### src/rtl/copytoken_dispatcher_if.sv
// Handshake bundle between parser channels, the replay path and the dispatcher output.
// master = surrounding logic, slave = copytoken_dispatcher.
interface copytoken_dispatcher_if #(
    parameter int unsigned NUM_PARSER = 6,
    parameter int unsigned ADDR_W     = 9,
    parameter int unsigned BV_W       = 8,
    parameter int unsigned OFF_W      = 16
);
    localparam int unsigned TW = ADDR_W + BV_W + OFF_W;

    logic [TW*NUM_PARSER-1:0] req_token;
    logic [NUM_PARSER-1:0]    req_valid;
    logic [NUM_PARSER-1:0]    req_ready;
    logic [TW-1:0]            unsolved_token;
    logic                     unsolved_valid;
    logic                     unsolved_ready;
    logic [ADDR_W-1:0]        out_addr;
    logic [BV_W-1:0]          out_bvalid;
    logic [OFF_W-1:0]         out_offset;
    logic                     out_src;
    logic                     out_valid;
    logic                     out_ready;

    modport master (
        output req_token, req_valid, unsolved_token, unsolved_valid, out_ready,
        input  req_ready, unsolved_ready, out_addr, out_bvalid, out_offset, out_src, out_valid
    );

    modport slave (
        input  req_token, req_valid, unsolved_token, unsolved_valid, out_ready,
        output req_ready, unsolved_ready, out_addr, out_bvalid, out_offset, out_src, out_valid
    );
endinterface

### src/rtl/copytoken_dispatcher.sv
// Merges round-robin parser copy-tokens with replayed unsolved tokens into one registered output.
// Optional statistics counters are built when COPYTOKEN_DISPATCHER_STATS_EN is defined.
module copytoken_dispatcher #(
    parameter int unsigned NUM_PARSER = 6,
    parameter int unsigned ADDR_W     = 9,
    parameter int unsigned BV_W       = 8,
    parameter int unsigned OFF_W      = 16,
    parameter int unsigned RQ_DEPTH   = 8,
    parameter int unsigned REPLAY_HI  = 6,
    parameter int unsigned STARVE_MAX = 15
) (
    input  logic                       clk,
    input  logic                       rst_n,
    copytoken_dispatcher_if.slave      bus,
    output logic [$clog2(RQ_DEPTH):0]  replay_level,
    output logic [31:0]                stat_parser,
    output logic [31:0]                stat_replay,
    output logic [31:0]                stat_stall
);
    localparam int unsigned TW = ADDR_W + BV_W + OFF_W;
    localparam int unsigned PW = $clog2(NUM_PARSER);
    localparam int unsigned AW = $clog2(RQ_DEPTH);
    localparam int unsigned LW = AW + 1;
    localparam int unsigned SW = $clog2(STARVE_MAX + 1);

    logic [TW-1:0]         mem_q [RQ_DEPTH];
    logic [AW-1:0]         wr_ptr_q, wr_ptr_d, rd_ptr_q, rd_ptr_d;
    logic [LW-1:0]         level_q, level_d;
    logic [SW-1:0]         starve_q, starve_d;
    logic [PW-1:0]         last_grant_q, last_grant_d;
    logic                  out_valid_q, out_valid_d;
    logic                  out_src_q, out_src_d;
    logic [TW-1:0]         out_tok_q, out_tok_d;

    logic [TW-1:0]         req_tok [NUM_PARSER];
    logic                  slot_free, any_req, use_replay, grant_en, found, pop, push;
    logic [PW-1:0]         grant_idx;
    int unsigned           rr_idx;

    always_comb begin
        for (int unsigned i = 0; i < NUM_PARSER; i++) begin
            req_tok[i] = bus.req_token[TW*i +: TW];
        end
    end

    // Round-robin search starting just after the last parser granted
    always_comb begin
        found     = 1'b0;
        grant_idx = '0;
        rr_idx    = 0;
        for (int unsigned k = 1; k <= NUM_PARSER; k++) begin
            rr_idx = (32'(last_grant_q) + k) % NUM_PARSER;
            if (!found && bus.req_valid[PW'(rr_idx)]) begin
                found     = 1'b1;
                grant_idx = PW'(rr_idx);
            end
        end
    end

    always_comb begin
        slot_free  = !out_valid_q || bus.out_ready;
        any_req    = |bus.req_valid;
        use_replay = rst_n && slot_free && (level_q != '0) &&
                     ((level_q >= LW'(REPLAY_HI)) || (starve_q == SW'(STARVE_MAX)) || !any_req);
        grant_en   = rst_n && slot_free && !use_replay && found;
        pop        = use_replay;
        bus.req_ready      = grant_en ? (NUM_PARSER'(1) << grant_idx) : '0;
        bus.unsolved_ready = rst_n && (level_q != LW'(RQ_DEPTH));
        push       = bus.unsolved_valid && bus.unsolved_ready;
    end

    // Next-state for the output slot, FIFO pointers and starvation counter
    always_comb begin
        out_valid_d  = out_valid_q;
        out_src_d    = out_src_q;
        out_tok_d    = out_tok_q;
        last_grant_d = last_grant_q;
        if (use_replay) begin
            out_valid_d = 1'b1;
            out_src_d   = 1'b1;
            out_tok_d   = mem_q[rd_ptr_q];
        end else if (grant_en) begin
            out_valid_d  = 1'b1;
            out_src_d    = 1'b0;
            out_tok_d    = req_tok[grant_idx];
            last_grant_d = grant_idx;
        end else if (slot_free) begin
            out_valid_d = 1'b0;
        end
        rd_ptr_d = rd_ptr_q + AW'(pop);
        wr_ptr_d = wr_ptr_q + AW'(push);
        level_d  = level_q + LW'(push) - LW'(pop);
        if (pop || (level_q == '0)) begin
            starve_d = '0;
        end else if (starve_q != SW'(STARVE_MAX)) begin
            starve_d = starve_q + SW'(1);
        end else begin
            starve_d = starve_q;
        end
    end

    always_ff @(posedge clk) begin
        if (!rst_n) begin
            out_valid_q  <= 1'b0;
            out_src_q    <= 1'b0;
            out_tok_q    <= '0;
            last_grant_q <= PW'(NUM_PARSER - 1);
            rd_ptr_q     <= '0;
            wr_ptr_q     <= '0;
            level_q      <= '0;
            starve_q     <= '0;
        end else begin
            out_valid_q  <= out_valid_d;
            out_src_q    <= out_src_d;
            out_tok_q    <= out_tok_d;
            last_grant_q <= last_grant_d;
            rd_ptr_q     <= rd_ptr_d;
            wr_ptr_q     <= wr_ptr_d;
            level_q      <= level_d;
            starve_q     <= starve_d;
        end
    end

    // Storage needs no reset: pointers define which entries are live
    always_ff @(posedge clk) begin
        if (push) begin
            mem_q[wr_ptr_q] <= bus.unsolved_token;
        end
    end

    assign bus.out_valid  = out_valid_q;
    assign bus.out_src    = out_src_q;
    assign bus.out_addr   = out_tok_q[TW-1 -: ADDR_W];
    assign bus.out_bvalid = out_tok_q[OFF_W +: BV_W];
    assign bus.out_offset = out_tok_q[OFF_W-1:0];
    assign replay_level   = level_q;

`ifdef COPYTOKEN_DISPATCHER_STATS_EN
    logic [31:0] stat_parser_q, stat_parser_d;
    logic [31:0] stat_replay_q, stat_replay_d;
    logic [31:0] stat_stall_q, stat_stall_d;

    always_comb begin
        stat_parser_d = stat_parser_q + 32'(grant_en);
        stat_replay_d = stat_replay_q + 32'(pop);
        stat_stall_d  = stat_stall_q + 32'(out_valid_q && !bus.out_ready);
    end

    always_ff @(posedge clk) begin
        if (!rst_n) begin
            stat_parser_q <= '0;
            stat_replay_q <= '0;
            stat_stall_q  <= '0;
        end else begin
            stat_parser_q <= stat_parser_d;
            stat_replay_q <= stat_replay_d;
            stat_stall_q  <= stat_stall_d;
        end
    end

    assign stat_parser = stat_parser_q;
    assign stat_replay = stat_replay_q;
    assign stat_stall  = stat_stall_q;
`else
    assign stat_parser = '0;
    assign stat_replay = '0;
    assign stat_stall  = '0;
`endif
endmodule

### src/flat_wrapper.sv
// flat-port wrapper written by rule: the top's interface ports become plain ports
module copytoken_dispatcher_flat 
#(
    parameter int unsigned NUM_PARSER = 6,
    parameter int unsigned ADDR_W     = 9,
    parameter int unsigned BV_W       = 8,
    parameter int unsigned OFF_W      = 16,
    parameter int unsigned RQ_DEPTH   = 8,
    parameter int unsigned REPLAY_HI  = 6,
    parameter int unsigned STARVE_MAX = 15
)
  (clk, rst_n, replay_level, stat_parser, stat_replay, stat_stall, bus_req_token, bus_req_valid, bus_unsolved_token, bus_unsolved_valid, bus_out_ready, bus_req_ready, bus_unsolved_ready, bus_out_addr, bus_out_bvalid, bus_out_offset, bus_out_src, bus_out_valid);
  copytoken_dispatcher_if #(.NUM_PARSER(NUM_PARSER), .ADDR_W(ADDR_W), .BV_W(BV_W), .OFF_W(OFF_W)) bus_i ();
  input  logic clk;
  input  logic rst_n;
  output logic [$clog2(RQ_DEPTH):0] replay_level;
  output logic [31:0] stat_parser;
  output logic [31:0] stat_replay;
  output logic [31:0] stat_stall;
  input wire logic [$bits(bus_i.req_token)-1:0] bus_req_token;
  input wire logic [$bits(bus_i.req_valid)-1:0] bus_req_valid;
  input wire logic [$bits(bus_i.unsolved_token)-1:0] bus_unsolved_token;
  input wire logic [$bits(bus_i.unsolved_valid)-1:0] bus_unsolved_valid;
  input wire logic [$bits(bus_i.out_ready)-1:0] bus_out_ready;
  output wire logic [$bits(bus_i.req_ready)-1:0] bus_req_ready;
  output wire logic [$bits(bus_i.unsolved_ready)-1:0] bus_unsolved_ready;
  output wire logic [$bits(bus_i.out_addr)-1:0] bus_out_addr;
  output wire logic [$bits(bus_i.out_bvalid)-1:0] bus_out_bvalid;
  output wire logic [$bits(bus_i.out_offset)-1:0] bus_out_offset;
  output wire logic [$bits(bus_i.out_src)-1:0] bus_out_src;
  output wire logic [$bits(bus_i.out_valid)-1:0] bus_out_valid;
  assign bus_i.req_token = bus_req_token;
  assign bus_i.req_valid = bus_req_valid;
  assign bus_i.unsolved_token = bus_unsolved_token;
  assign bus_i.unsolved_valid = bus_unsolved_valid;
  assign bus_i.out_ready = bus_out_ready;
  assign bus_req_ready = bus_i.req_ready;
  assign bus_unsolved_ready = bus_i.unsolved_ready;
  assign bus_out_addr = bus_i.out_addr;
  assign bus_out_bvalid = bus_i.out_bvalid;
  assign bus_out_offset = bus_i.out_offset;
  assign bus_out_src = bus_i.out_src;
  assign bus_out_valid = bus_i.out_valid;
  copytoken_dispatcher #(.NUM_PARSER(NUM_PARSER), .ADDR_W(ADDR_W), .BV_W(BV_W), .OFF_W(OFF_W), .RQ_DEPTH(RQ_DEPTH), .REPLAY_HI(REPLAY_HI), .STARVE_MAX(STARVE_MAX)) u_core (.clk(clk), .rst_n(rst_n), .bus(bus_i), .replay_level(replay_level), .stat_parser(stat_parser), .stat_replay(stat_replay), .stat_stall(stat_stall));
endmodule
### config.mk
export PLATFORM = sky130hd
export DESIGN_NAME = copytoken_dispatcher_flat
export DESIGN_NICKNAME = d
export VERILOG_FILES = /design/src/rtl/copytoken_dispatcher_if.sv /design/src/rtl/copytoken_dispatcher.sv /design/src/flat_wrapper.sv
export SDC_FILE = /design/constraint.sdc
export NUM_CORES = 1
export LEC_CHECK = 0
export ABC_AREA = 1
export BUFFER_PORTS_ARGS = -buffer_cell sky130_fd_sc_hd__buf_2
export CORE_MARGIN = 2
export CORE_UTILIZATION = 59
export CTS_CLUSTER_DIAMETER = 60
export DETAILED_ROUTE_END_ITERATION = 10
export PLACE_DENSITY = 0.87
export SLEW_MARGIN = 20
export SYNTH_ARGS = -nofsm -noshare
export SYNTH_HDL_FRONTEND = slang
export SYNTH_SLANG_ARGS = --single-unit
### constraint.sdc
create_clock -name clk -period 7.4 [get_ports clk]
set_clock_uncertainty 0.2 [all_clocks]
set_input_delay 1.11 -clock clk [delete_from_list [all_inputs] [get_ports clk]]
set_output_delay 1.11 -clock clk [all_outputs]
set_load 0.05 [all_outputs]
### Word level (Yosys, flattened, before mapping)

Memory sizes are Yosys's and may differ from the RTL's. A register that Yosys moved wholly into a read port is not among the register bits.
Cells that the tools add are included.

* $add $sub $neg: 11
* divide/modulo/power cells: 6
* order comparisons: 8
* eq/ne operators: 3
* shifts and indexed selects: 1
* multiplexer cells: 38
* bitwise logic cells: 3
* reduce and logical (&&, ||, !) cells: 31

Operators by type and width (number)
* 32-bit by 3-bit remainder unit with 32-bit output, second input constant: 6
* 33-bit 2-to-1 mux: 4
* 33-bit binary-select mux with 3-bit select: 1
* 3-bit by 4-bit less-than comparator with 1-bit output, second input constant: 6
* 3-bit 2-to-1 mux: 7
* 1-bit 2-to-1 mux: 19
* 1-bit binary-select mux with 3-bit select: 6
* 3-bit by 3-bit adder with 4-bit output, second input constant: 3
* 1-bit logical AND: 12
* 3-bit by 2-bit adder with 4-bit output, second input constant: 2
* 1-bit zero test: 8
* 4-bit != test, second input constant: 2
* 3-bit by 1-bit adder with 3-bit output: 2
* 6-bit 2-to-1 mux: 1
* 6-bit OR reduction: 1
* 1-bit by 3-bit left shift with 6-bit output, first input constant: 1
* 3-bit by 1-bit adder with 4-bit output, second input constant: 1
* 4-bit by 1-bit adder with 4-bit output: 1
* 4-bit by 1-bit adder with 4-bit output, second input constant: 1
* 4-bit equality test, second input constant: 1
* 4-bit by 3-bit >= comparator with 1-bit output, second input constant: 1
* 4-bit >= comparator, second input constant: 1
* 4-bit zero test: 1
* 1-bit logical OR: 4
* 8 further kinds: 9

* register bits: 52
* memory bits (writable): 264
* input port bits: 241
* output and inout bits: 142
* logic and storage cells: 110
* memories kept: 1

Memories
* u_core.mem_q: depth 8, bits a word 33, read ports 1, clocked after Yosys merged registers in 1, wr ports 1, line copytoken_dispatcher.sv:26 `logic [TW-1:0] mem_q [RQ_DEPTH];`

### Depth between registers and ports, before layout

Gate-level depths: netlist of run 1.

* word-level depth: 26
* depth in mapped cells: 32

### Worst setup path after synthesis of run 1

Ideal clock, no wire load.

* path type: reg2out
* start point: register u_core.last_grant_q[0]
* end point: output bus_req_ready[2]
* data arrival time: 3.960 ns
* data required time: 6.090 ns
* path slack: 2.130 ns
* stages on the path, launching flop included: 26
* buffers on the path: 4
* cell sequence: dfxtp_1 -> buf_4 -> buf_2 -> inv_1 -> ha_1 -> inv_1 -> nand2_1 -> nand2_2 -> ha_1 -> nor2_1 -> nand3_1 -> nand2_1 -> nand3_1 -> nand2_1 -> nand2_1 -> nand3_1 -> nand2_2 -> nor2_4 -> nand2_2 -> nand2_1 -> nand2_1 -> nand2_1 -> nand2_2 -> buf_6 -> buf_4 -> nor3_1

* word-level cells in the longest chain between the ends: 22

RTL lines
* start: declaration: line copytoken_dispatcher.sv:30 `logic [PW-1:0] last_grant_q, last_grant_d;`
* start signal: assignment: line copytoken_dispatcher.sv:107 `last_grant_q <= PW'(NUM_PARSER - 1);`
* start signal: assignment: line copytoken_dispatcher.sv:116 `last_grant_q <= last_grant_d;`
* 3-bit by 1-bit adder with 4-bit output: line copytoken_dispatcher.sv:52 `rr_idx = (32'(last_grant_q) + k) % NUM_PARSER;`
* 32-bit by 3-bit remainder unit with 32-bit output: line copytoken_dispatcher.sv:52
* 1-bit binary-select mux with 3-bit select: line copytoken_dispatcher.sv:53 `if (!found && bus.req_valid[PW'(rr_idx)]) begin`
* 1-bit 2-to-1 mux (not written as such): line copytoken_dispatcher.sv:53
* 1-bit 2-to-1 mux: line copytoken_dispatcher.sv:53
* 1-bit zero test: line copytoken_dispatcher.sv:53
* 1-bit logical AND: line copytoken_dispatcher.sv:53
* 1-bit 2-to-1 mux: line copytoken_dispatcher.sv:53
* [... 6 more ...]
* 1-bit zero test: line copytoken_dispatcher.sv:53
* 1-bit logical AND: line copytoken_dispatcher.sv:53
* 1-bit 2-to-1 mux: line copytoken_dispatcher.sv:53
* 1-bit zero test: line copytoken_dispatcher.sv:53
* 1-bit logical AND: line copytoken_dispatcher.sv:53
* 3-bit 2-to-1 mux or 1-bit 2-to-1 mux (tied branches): line copytoken_dispatcher.sv:53
* 1-bit by 3-bit left shift with 6-bit output or 1-bit logical AND (tied branches): line copytoken_dispatcher.sv:67, copytoken_dispatcher.sv:65
* 6-bit 2-to-1 mux (*): line copytoken_dispatcher.sv:67 `bus.req_ready = grant_en ? (NUM_PARSER'(1) << grant_idx) : '0;`
* end: declaration: line flat_wrapper.sv:25 `output wire logic [$bits(bus_i.req_ready)-1:0] bus_req_ready;`

Every way passes the cells marked *; elsewhere a longest branch is shown, timed or not. The select of a mux whose other input is x is not followed.

### Worst setup path in the final report of run 1

* start point: register u_core.last_grant_q[0]
* end point: output bus_req_ready[4]

The elaborated chain is that of the path after synthesis.

==> metrics.md, run 1 <==
| Metric | Value |
|---|---|
| Worst reg2reg setup slack | `~2.1 ns` |
| Core region area | `approximately 27,000 um2` |
| Final Slew Violations | `0` |
| Worst Path Required | `around 6.1 ns` |
| Outcome | `finished clean` |
| # clock sinks | `316` |
| Max VDD drop | `~490 uV` |
| First-pass GRT wire length | `a little over 70,000 um` |
| Pleak | `just over 0.008 uW` |
| CTS tree | `yes` |
| Cell Area, Synth | `approximately 16,000 um2` |
| Distinct cells, synth | `38` |
| CP max-delay cell | `dfxtp_1` |
| Vias in the first global route | `between 10,000 and 15,000` |
| CTS Hold Bufs | `0` |
| Worst setup path class | `flip-flop to output port` |
| Filler cell count in the final layout | `about 2,000` |
| H-tree depth | `2` |
| I/O pin cnt | `383` |
| CTS clk-pin slew, worst paths | `roughly 0.060 ns` |
| Gr ovfl total | `0` |
| Int Pwr | `around 4600 uW` |
| CTS max path bufs | `3` |
| Detailed placer's ending HPWL | `31,800 um` |
| DRT iter0 DRCs | `roughly 2,000` |
| Hold Fails Final Rpt | `0` |
| # DRC | `0` |
| Cells after Synth | `approximately 1,800` |
| Flops & latches, synth | `316` |
| Vias/cell | `approximately 5.8` |
| Resized Gates After CTS | `0` |
| Worst setup SP type | `flip-flop` |
| Pwr dens | `between 500 and 600 nW/um2` |
| CP Capture Type | `output port` |
| Clock Root Buffer | `clkbuf_16` |
| Yosys warns | `0` |
| Largest net degree at the start of global routing | `115` |
| Unrepaired setup endpoints after global routing | `no` |
| Peak Freq | `roughly 160 MHz` |
| Clk pwr share | `0.164` |
| Worst slew pin tran | `1.10 ns` |
| GRT Resource Usage Total | `0.328` |
| Period minus WS final | `between 6 and 7 ns` |
| TNS Setup | `0 ns` |
| Most used cell, CP | `nand2_1` |
| Final nets | `2,342` |
| Via count | `between 10,000 and 15,000` |
| Sw Pwr | `a little over 5000 uW` |
| DRT Pass-1 Iters | `8` |
| Synth-to-Final Area Change | `13.9%` |
| Chip height | `between 150 and 200 um` |
| Fraction of power consumed by sequential logic | `0.221` |
| Clock Latency Late Sink | `between 0.5 and 0.6 ns` |
| Layout cell share with drive strength beyond 1 | `0.185` |
| Global placement routability congestion | `around 1` |
| Period utilization | `0.849` |
| Max-slew headroom | `0.264` |
| Wirelength, routed | `49,000 um` |
| Avg Cell Area, Syn | `roughly 8.8 um2` |
| Sw Ratio | `0.531` |
| Design Power | `a little under 10,000 uW` |
| Post-CTS setup buffer count | `0` |
| CP bufs+invs | `5` |
| Biggest area consumer among synthesized cells | `edfxtp_1` |
| Initial Utilization | `0.600` |
| Combinational share of power | `0.615` |
| Std cell rows | `60` |
| Final setup viols | `0` |
| Top cell family by delay on the critical path | `simple AND/OR/NAND/NOR gates` |
| Maxcap violations | `0` |
| CP Max Fanout | `35` |
| Top post-synthesis cells by area | `edfxtp_1 49%, nand2_1 12%, dfxtp_1 6.4%, o21ai_0 5.9%, buf_4 4.9%` |
| Post-route ant nets | `0` |
| Top cell type's share of synthesized area | `0.490` |
| Critical path arrival | `4.97 ns` |
| Die area | `roughly 29,000 um2` |
| Cts bufs inserted | `34` |
| Crit path cell chain | `inv_1 > ha_1 > inv_1 > nand2_1 > nand2_2 > ha_1 > nor2_1 > nand3_1 > nand2_1 > nand3_1 > nand2_1 > nand2_1 > nand3_1 > nand2_2 > nor2_4 > nand3_1 > inv_1 > nand2_1 > nand2_1 > nand2_2 > inv_2 > nand2_1 > nor2_1 > buf_2` |
| Seq/Total Area, Yosys | `0.555` |
| Worst path max stage delay | `a little under 0.8 ns` |
| Die width | `approximately 170 um` |
| Worst hold path type | `flip-flop to flip-flop` |
| Initial antenna violation count | `16` |
| Port Buf Inserts | `about 290` |
| Avg WL per Cell | `~20 um` |
[worst register-to-register path, delay by kind of cell (launching register included)]
kind | cells | cell delay [ns]
buf+inv | 6 | 1.23
flops | 1 | 0.79
fa+ha+maj | 2 | 0.52
compound gates | 2 | 0.26
simple gates | 18 | 2.25
[synthesized netlist by cell type, drive strengths merged]
cell / number
dfxtp: 52
nand3: 128
nor4: 1
o22ai: 53
buf: 130
xnor2: 4
nor3: 4
or2: 1
nand4: 4
a32oi: 2
ha: 22
xor2: 1
a211oi: 1
o21ai: 197
nor2: 212
o211ai: 1
edfxtp: 264
a31oi: 16
fa: 1
conb: 1
inv: 73
clkbuf: 76
and2: 1
a21oi: 70
a21boi: 1
nand2: 527
clkinv: 3
[path summary, 6_finish.rpt]
path,end,startpoint,cells after the start
min reg2reg,u_core.starve_q[1]$_SDFFE_PP0N_,u_core.starve_q[3]$_SDFFE_PP0N_,2
max reg2reg,u_core.out_tok_q[3]$_SDFFE_PN0P_,u_core.last_grant_q[0]$_SDFFE_PN1P_,28
min,u_core.starve_q[1]$_SDFFE_PP0N_,u_core.starve_q[3]$_SDFFE_PP0N_,2
max,bus_req_ready[4],u_core.last_grant_q[0]$_SDFFE_PN1P_,24
[flip-flops by register name, indices dropped and copies added, names as in the netlist]
register / cells
u_core.out_tok_q: 33
u_core.replay_level: 4
u_core.bus.out_src: 1
u_core.starve_q: 4
u_core.last_grant_q: 3
u_core.bus.out_valid: 1
u_core.wr_ptr_q: 3
u_core.rd_ptr_q: 3
u_core.mem_q: 264
[layout by cell type (no fill, tap or decap), types with 2 or more instances in the layout]
cell and n:
nor3_1 3, nor2_4 3, diode_2 12, a31oi_1 16
conb_1 96, buf_4 21, nand4_1 4, a32oi_1 2
nand2_1 519, buf_2 286, clkinv_2 3, nand3_2 2
xnor2_1 4, clkbuf_16 34, inv_6 2, o22ai_1 53
dfxtp_1 51, inv_1 63, a21oi_1 69, nor2_2 9
clkinv_1 6, edfxtp_1 264, nor2_1 200, nand3_1 126
clkbuf_1 11, clkinv_4 2, inv_2 10, nand2_2 7
o21ai_0 191, o21ai_1 6, ha_1 22
[power by group through the flow]
| stage | logic (uW) | clock network (uW) | registers, uW |
|---|---|---|---|
| 3_5_place_dp | 5830 | 0 | 2180 |
| 6_report | 5990 | 1600 | 2150 |
| 4_1_cts | 5860 | 1610 | 2150 |
| 5_1_grt | 6610 | 1670 | 2160 |
| 2_1_floorplan | 4480 | 0 | 2370 |
| 3_3_place_gp | 5750 | 0 | 2180 |
[through the flow]
step,hold WS (ns),cells,area [um2],util,setup WS (ns)
global placement,0.291,2383,17400,0.644,1.76
floorplan,0.272,1941,16500,-,2.13
finish,0.329,2455,18400,0.684,1.12
detailed placement,0.303,2383,17400,0.644,1.68
CTS,0.313,2443,18400,0.682,1.15
global route,0.336,2454,18400,0.684,0.641
[layer usage]
layer	wire, um	share of wire	vias to the layer above	global-route usage
met1	18700	0.38	6591	0.419
met4	2110	0.043	8	0.163
met5	46	0.00094	-	0
met3	5330	0.11	148	0.0709
li1	-	-	6529	-
met2	22800	0.47	932	0.532
[cell type report]
cell class / instances / area (um2) / share of cell area
clock buffer: 45 / 892 / 0.0484
timing repair buffer: 307 / 1590 / 0.0862
antenna: 12 / 30.0 / 0.00163
inverter: 76 / 285 / 0.0155
tap: 341 / 427 / 0.0232
sequential: 316 / 8970 / 0.487
clock inverter: 15 / 146 / 0.00795
multi-input combinational: 1343 / 6080 / 0.330
[cells by family (layout without fill, tap and decap cells)]
kind of cell,Yosys count,count (layout),share of synthesized area
xor+xnor,5,5,0.00271
simple gates,878,878,0.219
fa+ha+maj,23,23,0.0183
flops,316,316,0.555
other cells,1,108,0.000232
buf+inv,282,443,0.0931
compound gates,341,341,0.112
No activity file was read; power rests on OpenSTA's default activity.
==> run 2: changes to the inputs <==
--- a/config.mk
+++ b/config.mk
@@ -5,13 +5,13 @@
 export SDC_FILE = /design/constraint.sdc
 export NUM_CORES = 1
 export LEC_CHECK = 0
-export ABC_AREA = 1
+export ABC_AREA = 0
 export BUFFER_PORTS_ARGS = -buffer_cell sky130_fd_sc_hd__buf_2
 export CORE_MARGIN = 2
-export CORE_UTILIZATION = 59
+export CORE_UTILIZATION = 49
 export CTS_CLUSTER_DIAMETER = 60
 export DETAILED_ROUTE_END_ITERATION = 10
-export PLACE_DENSITY = 0.87
+export PLACE_DENSITY = 0.77
 export SLEW_MARGIN = 20
 export SYNTH_ARGS = -nofsm -noshare
 export SYNTH_HDL_FRONTEND = slang
==> constraint.sdc (replaced) <==
create_clock -name clk -period 5.68 [get_ports clk]
set_clock_uncertainty 0.2 [all_clocks]
set_input_delay 0.852 -clock clk [delete_from_list [all_inputs] [get_ports clk]]
set_output_delay 0.852 -clock clk [all_outputs]
set_load 0.05 [all_outputs]
==> run 2 against run 1 <==
Effect of this change:
- first-iteration DRC count decreased by 52%
- sequential cell count is the same
- combinational power is 2% higher
- final cell count shrank 23%
- routed wire length down 13%
- global-route usage fell by 8.8 points
- non-clock buffer count rose by 12
- power up 13%
- largest cell class unchanged
==> metrics.md, run 2 <==
| Metric | Value |
|---|---|
| Outcome | `finished clean` |
| Die area | `34,400 um2 (+19%)` |
| Primary FF master, synth | `edfxtp_1` |
| CP Capture Type | `output port` |
| Combinational share of power | `0.552 (-0.063)` |
| TNS Setup | `0 ns (unchanged)` |
| Most used cell, CP | `inv_1` |
| Worst reg2reg setup slack | `0.89 ns (-1.18 ns)` |
| Final Slew Violations | `0 (unchanged)` |
| Critical path arrival | `4.41 ns (-0.56 ns)` |
| # DRC | `0 (unchanged)` |
| CP max-delay cell | `ha_1` |
| Int Pwr | `6060 uW (+33%)` |
| Post-route ant nets | `0 (unchanged)` |
| Cts bufs inserted | `34 (unchanged)` |
| Sw Pwr | `4980 uW (-3.8%)` |
| Gr ovfl total | `0 (unchanged)` |
| Worst path max stage delay | `0.73 ns (-0.06 ns)` |
| Post-synth EDFFs | `264 (unchanged)` |
| Detailed placer's ending HPWL | `28,100 um (-12%)` |
| WHS Path Cells | `2 (unchanged)` |
| Top post-synthesis cells by area | `edfxtp_1 49%, mux4_2 9.2%, dfxtp_1 6.5%, mux2i_1 5.5%, buf_4 4.7%` |
| Max reg flops | `264 (unchanged)` |
| Sw Ratio | `0.451 (-0.0803)` |
| Pwr dens | `585 nW/um2 (+11%)` |
| Final Util | `0.581 (-0.103)` |
| Clock Latency Late Sink | `0.52 ns (about the same)` |
| Commonest non-fill, non-tap cell in the layout | `buf_2` |
| Reg2Reg Depth | `15 (-46%)` |
| Top reg by flops | `u_core.mem_q` |
| DRT Pass-1 Iters | `5 (-3)` |
| Crit path cell chain | `inv_1 > ha_1 > inv_1 > a2111oi_0 > mux2i_1 > nand3_2 > a211o_2 > nor2_1 > a311oi_4 > nor2b_2 > and3_1 > buf_2` |
| Max VDD drop | `555 uV (+14%)` |
| Final nets | `1,681 (-28%)` |
| Top cell family by delay on the critical path | `compound AO/OA/AOI/OAI gates` |
| Port Buf Inserts | `286 (unchanged)` |
| Top-count cell post-synth | `edfxtp_1` |
| CTS max path bufs | `3 (unchanged)` |
| Worst Path Required | `4.63 ns (-1.46 ns)` |
| Worst setup path class | `flip-flop to output port` |
| Layout cell share with drive strength beyond 1 | `0.331 (+0.146)` |
| Hold EP | `u_core.bus.out_src$_SDFFE_PN0P_` |
| Worst r2r src | `u_core.last_grant_q[2]$_SDFFE_PN1P_` |
| Core region area | `32,500 um2 (+20%)` |
| Wirelength, routed | `42,600 um (-13%)` |
| CP Max Fanout | `21 (-40%)` |
| H-tree depth | `2 (unchanged)` |
| Worst hold path type | `flip-flop to flip-flop` |
| Fraction of power consumed by sequential logic | `0.255 (+0.034)` |
| Worst setup SP type | `flip-flop` |
| Vias in the first global route | `10,552 (-20%)` |
| CTS tree | `yes` |
| Avg Cell Area, Syn | `14.0 um2 (+60%)` |
| Async set-reset flop share out of synthesis | `0 (unchanged)` |
| Most frequent cells in the layout | `286 x buf_2, 264 x edfxtp_1, 96 x conb_1` |
| Fin Hold WS | `0.301 ns (-0.0282 ns)` |
| Largest net degree at the start of global routing | `52 (-55%)` |
| Peak Freq | `approximately 180 MHz` |
| GRT Resource Usage Total | `0.240 (-0.0881)` |
| Synth-to-Final Area Change | `17.0%` |
| Period utilization | `0.961` |
| Pleak | `0.00730 uW (-9.3%)` |
| Hold Fails Final Rpt | `0 (unchanged)` |
| Global placement routability congestion | `0.930 (-4.3%)` |
| Worst slew pin tran | `0.976 ns (-0.127 ns)` |
| Initial Utilization | `0.497 (-0.104)` |
| Seq/Total Area, Yosys | `0.557 (+0.00198)` |
| Design Power | `11,000 uW (+13%)` |
| Avg WL per Cell | `22.6 um (+13%)` |
| Maxcap violations | `0 (unchanged)` |
| Clock Root Buffer | `clkbuf_16` |
| First-pass GRT wire length | `61,700 um (-14%)` |
| Cells after Synth | `1,147 (-38%)` |
| Final setup viols | `0 (unchanged)` |
| Std cell rows | `66 (+10%)` |
| Via count | `11,026 (-22%)` |
| # clock sinks | `316 (unchanged)` |
| Vias/cell | `5.85 (+1.1%)` |
| Chip height | `185 um (+9.3%)` |
| Top cell type's share of synthesized area | `0.492 (+0.00175)` |
| Filler cell count in the final layout | `2,531 (+24%)` |
| Max-slew headroom | `0.349 (+0.0848)` |
| Clk pwr share | `0.193 (+0.029)` |
| Most instantiated cells after synthesis | `264 x edfxtp_1, 101 x buf_4, 88 x mux2i_1` |
| Distinct cells, synth | `72 (+89%)` |
| Biggest area consumer among synthesized cells | `edfxtp_1` |
| CTS clk-pin slew, worst paths | `0.06 ns (about the same)` |
| Period minus WS final | `5.46 ns` |
| Die width | `185 um (+9.3%)` |
| Largest regs | `u_core.mem_q: 264 flops, u_core.out_tok_q: 33 flops` |
| FF-to-FF End | `u_core.out_tok_q[12]$_SDFFE_PN0P_` |
| Flops & latches, synth | `316 (unchanged)` |
| Initial antenna violation count | `7 (-9)` |
| I/O pin cnt | `383 (unchanged)` |
| DRT iter0 DRCs | `945 (-52%)` |
| Cell Area, Synth | `16,100 um2 (-0.36%)` |
| Post-CTS setup buffer count | `0 (unchanged)` |
| Hold Startpoint | `u_core.bus.out_src$_SDFFE_PN0P_` |
| CP bufs+invs | `3 (-2)` |
| Yosys warns | `0 (unchanged)` |
run 2: changes by cell type after synthesis, sizes merged, moves of 52 or more:
cell    delta
a211oi    +52
inv       -55
mux2i     +90
mux4      +66
nand2    -492
nand3    -117
nor2     -178
o21ai    -162
o22ai     -53
run 2: area by class of cell:
cell class                      instances  area (um2)  share of cell area
Sequential cell                       316        8980               0.476
Multi-Input combinational cell        726        6460               0.343
Timing Repair Buffer                  319        1690              0.0897
Clock buffer                           40         883              0.0469
Tap cell                              442         553              0.0293
Clock inverter                         19         200              0.0106
Inverter                               20        75.1             0.00398
Antenna cell                            3        7.51            0.000398
run 2: worst max path at each step:
stage	from	to	slack, ns	depth (start not counted)
after floorplan	u_core.replay_level[2]$_SDFF_PN0_	u_core.mem_q[0][0]$_DFFE_PP_	0.40	6
after global placement	u_core.last_grant_q[2]$_SDFFE_PN1P_	bus_req_ready[3]	0.67	14
after detailed placement	u_core.last_grant_q[1]$_SDFFE_PN0P_	bus_req_ready[1]	0.46	15
after CTS	u_core.last_grant_q[1]$_SDFFE_PN0P_	bus_req_ready[5]	0.06	15
after global routing	u_core.last_grant_q[1]$_SDFFE_PN0P_	bus_req_ready[5]	-0.0007	15
final	u_core.last_grant_q[1]$_SDFFE_PN0P_	bus_req_ready[1]	0.22	12
run 2: power by group through the flow:
stage                     combinational, uW  clock (uW)  sequential (uW)
after global placement                 5880           0             2850
after CTS                              5990        2170             2810
final                                  6090        2130             2820
after detailed placement               5960           0             2860
after global routing                   6480        2270             2840
after floorplan                        4310           0             3140
run 2: kinds of logic (layout without fill, tap and decap cells):
family,after synthesis,after routing,synth area share
AND/OR/NAND/NOR,198,198,0.0735
adder cells (fa/ha/maj),23,23,0.0183
other,1,99,0.000233
XOR/XNOR,8,8,0.00528
AO/OA/AOI/OAI,243,243,0.122
multiplexers,158,158,0.150
buffers and inverters,200,398,0.0739
flip-flops,316,316,0.557
run 2: repair_timing:
action	in CTS	in global routing
resized for setup	2	7
hold buffers	0	0
setup endpoints to repair	4	6
gates cloned	0	0
pin swaps	1	0
run 2: worst register-to-register path: stages, from the launching register on:
cell	delay, ns
dfxtp_4	0.43
inv_1	0.08
ha_1	0.29
a21o_1	0.27
ha_1	0.33
and3b_1	0.21
o32ai_1	0.12
or3b_1	0.41
and4_4	0.23
o41ai_2	0.42
a311oi_4	0.07
or3_2	0.49
buf_4	0.30
a211oi_1	0.53
o221a_1	0.26
nor3_1	0.05
run 2: stage by stage:
stage          instances  instance area (um2)  worst slack [ns]
3_3_place_gp        1823                17700             0.670
5_1_grt             1883                18800         -0.000670
4_1_cts             1882                18800            0.0576
6_report            1885                18900             0.219
3_5_place_dp        1823                17700             0.461
2_1_floorplan       1242                16500             0.398
run 2: per-layer routing:
metal,global-route usage,part of all wire
met1,0.318,0.41
met2,0.394,0.48
met3,0.0509,0.083
met4,0.0762,0.029
met5,0,0.0013
